<file path="src/rtl/int_to_float_if.sv">
// Strobe-handshake bundle for the int_to_float converter: operand and start
// request in, IEEE-754 result, done pulse and busy flag out.
interface int_to_float_if;
  logic [31:0] a_value_i;
  logic        exec_strobe_i;
  logic [31:0] z_value_o;
  logic        done_strobe_o;
  logic        busy_o;

  modport master (
    output a_value_i,
    output exec_strobe_i,
    input  z_value_o,
    input  done_strobe_o,
    input  busy_o
  );

  modport slave (
    input  a_value_i,
    input  exec_strobe_i,
    output z_value_o,
    output done_strobe_o,
    output busy_o
  );
endinterface

</file>
<file path="src/rtl/int_to_float.sv">
// Sequential 32-bit integer to IEEE-754 single converter, one normalising shift per cycle.
// Define INT_TO_FLOAT_ROUND_EN for round-to-nearest-even; otherwise the result truncates toward zero.
module int_to_float #(
  parameter bit SIGNED = 1'b1
) (
  input logic           clk,
  input logic           reset_i,
  int_to_float_if.slave bus
);

  typedef enum logic [2:0] {
    S_IDLE,
    S_UNPACK,
    S_NORM,
    S_ROUND,
    S_DONE
  } state_t;

  state_t      r_state, w_state;
  logic [31:0] r_a, w_a;
  logic        r_sign, w_sign;
  logic [31:0] r_m, w_m;
  logic [7:0]  r_exp, w_exp;
  logic [31:0] r_z, w_z;
  logic        r_done, w_done;

  logic [31:0] w_mag;
  logic [22:0] w_rsig;
  logic [7:0]  w_rexp;

  assign w_mag = (SIGNED && r_a[31]) ? (32'd0 - r_a) : r_a;

`ifdef INT_TO_FLOAT_ROUND_EN
  logic        w_inc;
  logic [23:0] w_sum;

  // m[31] is always set in ROUND, so a clear sum[23] means the increment wrapped
  // the significand to zero: that is the carry-out, and the fraction bits are already 0.
  assign w_inc  = r_m[7] & ((|r_m[6:0]) | r_m[8]);
  assign w_sum  = r_m[31:8] + {23'd0, w_inc};
  assign w_rsig = w_sum[22:0];
  assign w_rexp = r_exp + {7'd0, ~w_sum[23]};
`else
  assign w_rsig = r_m[30:8];
  assign w_rexp = r_exp;
`endif

  always_comb begin
    w_state = r_state;
    w_a     = r_a;
    w_sign  = r_sign;
    w_m     = r_m;
    w_exp   = r_exp;
    w_z     = r_z;
    w_done  = 1'b0;
    case (r_state)
      S_IDLE: begin
        if (bus.exec_strobe_i) begin
          w_a     = bus.a_value_i;
          w_state = S_UNPACK;
        end
      end
      S_UNPACK: begin
        w_sign = SIGNED & r_a[31];
        w_m    = w_mag;
        w_exp  = 8'd158;
        if (w_mag == '0) begin
          w_z     = '0;
          w_done  = 1'b1;
          w_state = S_DONE;
        end else begin
          w_state = S_NORM;
        end
      end
      S_NORM: begin
        if (r_m[31]) begin
          w_state = S_ROUND;
        end else begin
          w_m   = {r_m[30:0], 1'b0};
          w_exp = r_exp - 8'd1;
        end
      end
      S_ROUND: begin
        w_z     = {r_sign, w_rexp, w_rsig};
        w_done  = 1'b1;
        w_state = S_DONE;
      end
      S_DONE: begin
        w_state = S_IDLE;
      end
      default: begin
        w_state = S_IDLE;
      end
    endcase
  end

  always_ff @(posedge clk) begin
    if (reset_i) begin
      r_state <= S_IDLE;
      r_a     <= '0;
      r_sign  <= 1'b0;
      r_m     <= '0;
      r_exp   <= '0;
      r_z     <= '0;
      r_done  <= 1'b0;
    end else begin
      r_state <= w_state;
      r_a     <= w_a;
      r_sign  <= w_sign;
      r_m     <= w_m;
      r_exp   <= w_exp;
      r_z     <= w_z;
      r_done  <= w_done;
    end
  end

  assign bus.z_value_o     = r_z;
  assign bus.done_strobe_o = r_done;
  assign bus.busy_o        = (r_state != S_IDLE);

endmodule
</file>
<file path="src/flat_wrapper.sv">
// flat-port wrapper written by rule: the top's interface ports become plain ports
module int_to_float_flat 
#(
  parameter bit SIGNED = 1'b1
)
  (clk, reset_i, bus_a_value_i, bus_exec_strobe_i, bus_z_value_o, bus_done_strobe_o, bus_busy_o);
  int_to_float_if bus_i ();
  input logic clk;
  input logic reset_i;
  input wire logic [$bits(bus_i.a_value_i)-1:0] bus_a_value_i;
  input wire logic [$bits(bus_i.exec_strobe_i)-1:0] bus_exec_strobe_i;
  output wire logic [$bits(bus_i.z_value_o)-1:0] bus_z_value_o;
  output wire logic [$bits(bus_i.done_strobe_o)-1:0] bus_done_strobe_o;
  output wire logic [$bits(bus_i.busy_o)-1:0] bus_busy_o;
  assign bus_i.a_value_i = bus_a_value_i;
  assign bus_i.exec_strobe_i = bus_exec_strobe_i;
  assign bus_z_value_o = bus_i.z_value_o;
  assign bus_done_strobe_o = bus_i.done_strobe_o;
  assign bus_busy_o = bus_i.busy_o;
  int_to_float #(.SIGNED(SIGNED)) u_core (.clk(clk), .reset_i(reset_i), .bus(bus_i));
endmodule
</file>
<file path="config.mk">
export PLATFORM = sky130hd
export DESIGN_NAME = int_to_float_flat
export DESIGN_NICKNAME = d
export VERILOG_FILES = /design/src/rtl/int_to_float_if.sv /design/src/rtl/int_to_float.sv /design/src/flat_wrapper.sv
export SDC_FILE = /design/constraint.sdc
export NUM_CORES = 1
export LEC_CHECK = 0
export ABC_AREA = 1
export CORE_MARGIN = 5
export CORE_UTILIZATION = 57
export CTS_CLUSTER_DIAMETER = 40
export DETAILED_ROUTE_END_ITERATION = 10
export DONT_BUFFER_PORTS = 1
export GPL_TIMING_DRIVEN = 0
export PLACE_DENSITY = 0.78
export SYNTH_ARGS = -nofsm -noshare
export SYNTH_HDL_FRONTEND = slang
export SYNTH_SLANG_ARGS = --single-unit
</file>
<file path="constraint.sdc">
create_clock -name clk -period 2.1 [get_ports clk]
set_input_delay 0.63 -clock clk [delete_from_list [all_inputs] [get_ports clk]]
set_output_delay 0.63 -clock clk [all_outputs]
set_load 0.02 [all_outputs]
</file>
==> results.md <==
* Syn avg cell area at between 6 and 7 µm²
* Cell row count at 35
* Routed vias/inst at 5.63
* Global-route wire length before repair at 24500 µm
* WP data required at 2.33 ns
* Worst reg2reg path startpoint: u_core.r_a[1]
* Count of input and output buffers at 0
* Setup slack at placement at -0.450 ns
* Area growth syn-to-layout at 17.0%
* Worst path max stage delay at 0.35 ns
* Die Y at 106 µm
* Share of layout cells above drive strength 1 at between 10% and 20%
* Die width at 106 µm
* PnR worst setup slack at -0.251 ns
* CTS root buf: clkbuf_8
* Slowest CP cell: dfxtp_2
* Buf/Inv on CP at 3
* WS Path Type: reg -> reg
* Crit path launch type: register
* Setup Skew at ~0.024 ns
* Setup violations, final at 36
* Worst-path clk slew at 0.12 ns
* DRT antenna net count at 0
* H-tree levels at 3
* Worst Setup End Kind: register
* Main combinational cell family by area after synthesis: simple AND/OR/NAND/NOR gates
* Area of the core at 9150 µm²
* Synth Area in XOR/XNOR at 1.16%
* Drt pass-1 iters at 6
* Power Density at 983 nW/µm²
* Outcome: finished, violations left
* Peak Freq at 425 MHz
* Multiplexer share of the synthesized area at 0%
* Vias in the first global route at 5118
* Final Hold Viols at 0
* Static Leak at 0.00236 µW
* Post-Syn Nets at approximately 830
* EDFF count, synth at 0
* Worst VDD drop at 0.513 mV
* Top_reg_cell synth: dfxtp_1
* CP Max Fanout at 7
* Total power at ~6100 µW
* Min-delay worst type: in -> reg
* Post-synthesis compound-gate area fraction at between 10% and 20%
* DRT iter0 DRCs at a little under 400
* Synth top area share at 41.4%
* Gr ovfl total at 0
* Simple-Gate Fraction of Synth Area at 33.8%
* Antenna Cells at 0
* Cells after synthesis at around 800
* Family with the most delay on the worst path: simple AND/OR/NAND/NOR gates
* I/O pin total at 69
* Overall Global Routing Usage at 27.2%
* Crit-path cells: inv_2 > ha_4 > nand2_4 > nor2_4 > buf_6 > nand4_1 > nand3_1 > nand2_2 > nor2_2 > nand2_2 > nor2_4 > nand4_4 > buf_6 > nand3_2 > a21oi_1
* CTS tree: done
* Initial core utilization at 57.6%
* Ranking of synthesized cells by area: dfxtp_1 41%, nand2_1 18%, a21oi_1 6.6%, nand3_1 6.5%, nor2_1 4.9%
* Final worst-path cycle share at 112%
* Drt wl/cell at about 16 µm
* Post-Syn Area at 5280 µm²
* Crit path launch: u_core.r_a[1]
* Fill cells at 839
* Clock Latency Late Sink at about 0.38 ns
* Failing checks: negative setup slack
* Slew headroom at 52.6%
* Total of warnings raised by yosys at 0
* Largest net degree at the start of global routing at 20
* Register area share after synthesis at 41.4%
* TritonCTS buffer count at 9
* Final nets at 867
* Wirelength, routed at 15600 µm
* Max-cap violations at 0
* Post-synth top area cell: dfxtp_1
* Adder-Cell Fraction of Synth Area at 0.474%
* RePlAce Congestion at 0.939
* Worst Max-Slew Pin Slew at a little over 0.7 ns
* Async S/R FF share, synth at 0%
* Data arrival, critical path at between 2 and 3 ns
* #FFs+latches synth at about 110
* Vias post-DR at 5326
* Library cells used by synthesis at 31
* Max-slew violation count at 0
* Worst hold start: bus_a_value_i[11]
* HPWL Detailed at roughly 11000 µm
* RSZ-0062 raised after global routing: yes
* Remaining DRCs at 0
* Initial antenna violation count at 0
* CTS sink cnt at ~110
* Minimum clock period after layout at 2.35 ns
* Clock tree buffer depth at 2
* Smallest hold slack at 0.445 ns
* DIE AREA at 11300 µm²
[where the power goes]
part           internal [µW]  switching (µW)  leakage [µW]
Clock                    578             774      0.000105
Combinational            728            1440       0.00137
Sequential              2300             244      0.000893
[state kept, by name, summed over array words and instances, names as in the netlist]
signal	count
u_core.bus.z_value_o	32
u_core.r_a	32
u_core.r_m	32
u_core.r_exp	8
u_core.r_state	3
u_core.bus.done_strobe_o	1
u_core.r_sign	1
[worst register-to-register path, cell delays in order, from the launching register on]
cell and delay, ns:
dfxtp_2 0.35, inv_2 0.08, ha_4 0.15, nand2_4 0.06, nor2_4 0.23, buf_6 0.14
nand4_1 0.12, nand3_1 0.11, nand2_2 0.10, nor2_2 0.11, nand2_2 0.08, nor2_4 0.15
nand4_4 0.18, buf_6 0.20, nand3_2 0.06, a21oi_1 0.07
[synthesized netlist by cell type, types with 2 or more instances]
cell type    n
a21oi_1     70
nor3_1       6
inv_2        6
buf_1        2
a31oi_1     33
nor2_2       6
o21ai_0     41
ha_1         2
dfxtp_1    109
buf_6        3
nand2_1    252
clkbuf_1    35
or2_1        2
inv_1       56
o211ai_1     3
nor2_1      69
nand4_1      4
a21oi_2      2
xor2_1       7
nand3_1     69
nor2_4       5
[cell type report]
cell class	instances	area (µm²)	area share (%)
Sequential cell	109	2200	35.6
Clock buffer	10	128	2.07
Buffer	41	183	2.96
Inverter	63	239	3.87
Multi-Input combinational cell	580	2990	48.5
Tap cell	111	139	2.25
Timing Repair Buffer	26	214	3.46
Clock inverter	6	83.8	1.36
[path summary, 6_finish.rpt]
check                                                end  slack, ns  cells after the start
worst max-delay path            u_core.bus.z_value_o[15]      -0.25                     15
worst min-delay path                      u_core.r_a[11]       0.45                      2
worst max register to register  u_core.bus.z_value_o[15]      -0.25                     15
worst min register to register             u_core.r_m[1]       0.49                      2
[kinds of logic (layout without fill, tap and decap cells)]
kind of cell / count (synthesis) / in the layout
AND/OR/NAND/NOR: 420 / 421
AO/OA/AOI/OAI: 150 / 150
flip-flops: 109 / 109
buffers and inverters: 104 / 146
XOR/XNOR: 7 / 7
adder cells (fa/ha/maj): 2 / 2
[layout by cell type (no fill, tap or decap), types with 3 or more instances in the layout]
| master | instances |
|---|---|
| nand2_1 | 235 |
| dfxtp_1 | 101 |
| a21oi_1 | 60 |
| nor2_1 | 57 |
| inv_1 | 53 |
| nand3_1 | 49 |
| o21ai_0 | 41 |
| clkbuf_1 | 35 |
| a31oi_1 | 33 |
| buf_4 | 22 |
| nand3_2 | 20 |
| nand2_2 | 16 |
| nor2_4 | 12 |
| a21oi_2 | 12 |
| nor2_2 | 11 |
| clkbuf_8 | 9 |
| inv_2 | 8 |
| buf_6 | 8 |
| xor2_1 | 6 |
| nor3_1 | 6 |
| dfxtp_2 | 6 |
| nand4_1 | 4 |
| nand2_4 | 3 |
| o211ai_1 | 3 |
| clkinv_4 | 3 |
[per-layer routing]
layer | global-route usage [%] | share of wire (%)
met2 | 46.0 | 48
met1 | 34.5 | 44
met5 | 0 | 0
met3 | 5.65 | 6.2
met4 | 9.34 | 2.5
[repair_timing]
item	in CTS	in global routing
hold buffers	0	0
setup endpoints to repair	36	37
cloned	3	0
buffers inserted	15	10
pin swaps	19	12
resized for setup	50	50
[stage by stage]
step / setup TNS (ns) / std cells / util, % / instance area, µm²
2_1_floorplan: 0 / 792 / - / 5280
3_3_place_gp: -11.11 / 903 / 59.2 / 5420
3_5_place_dp: -13.52 / 903 / 59.2 / 5420
4_1_cts: -5.37 / 937 / 64.7 / 5920
5_1_grt: -13.09 / 946 / 67.5 / 6180
6_report: -7.30 / 946 / 67.5 / 6180
(Power assumes the default switching activity.)
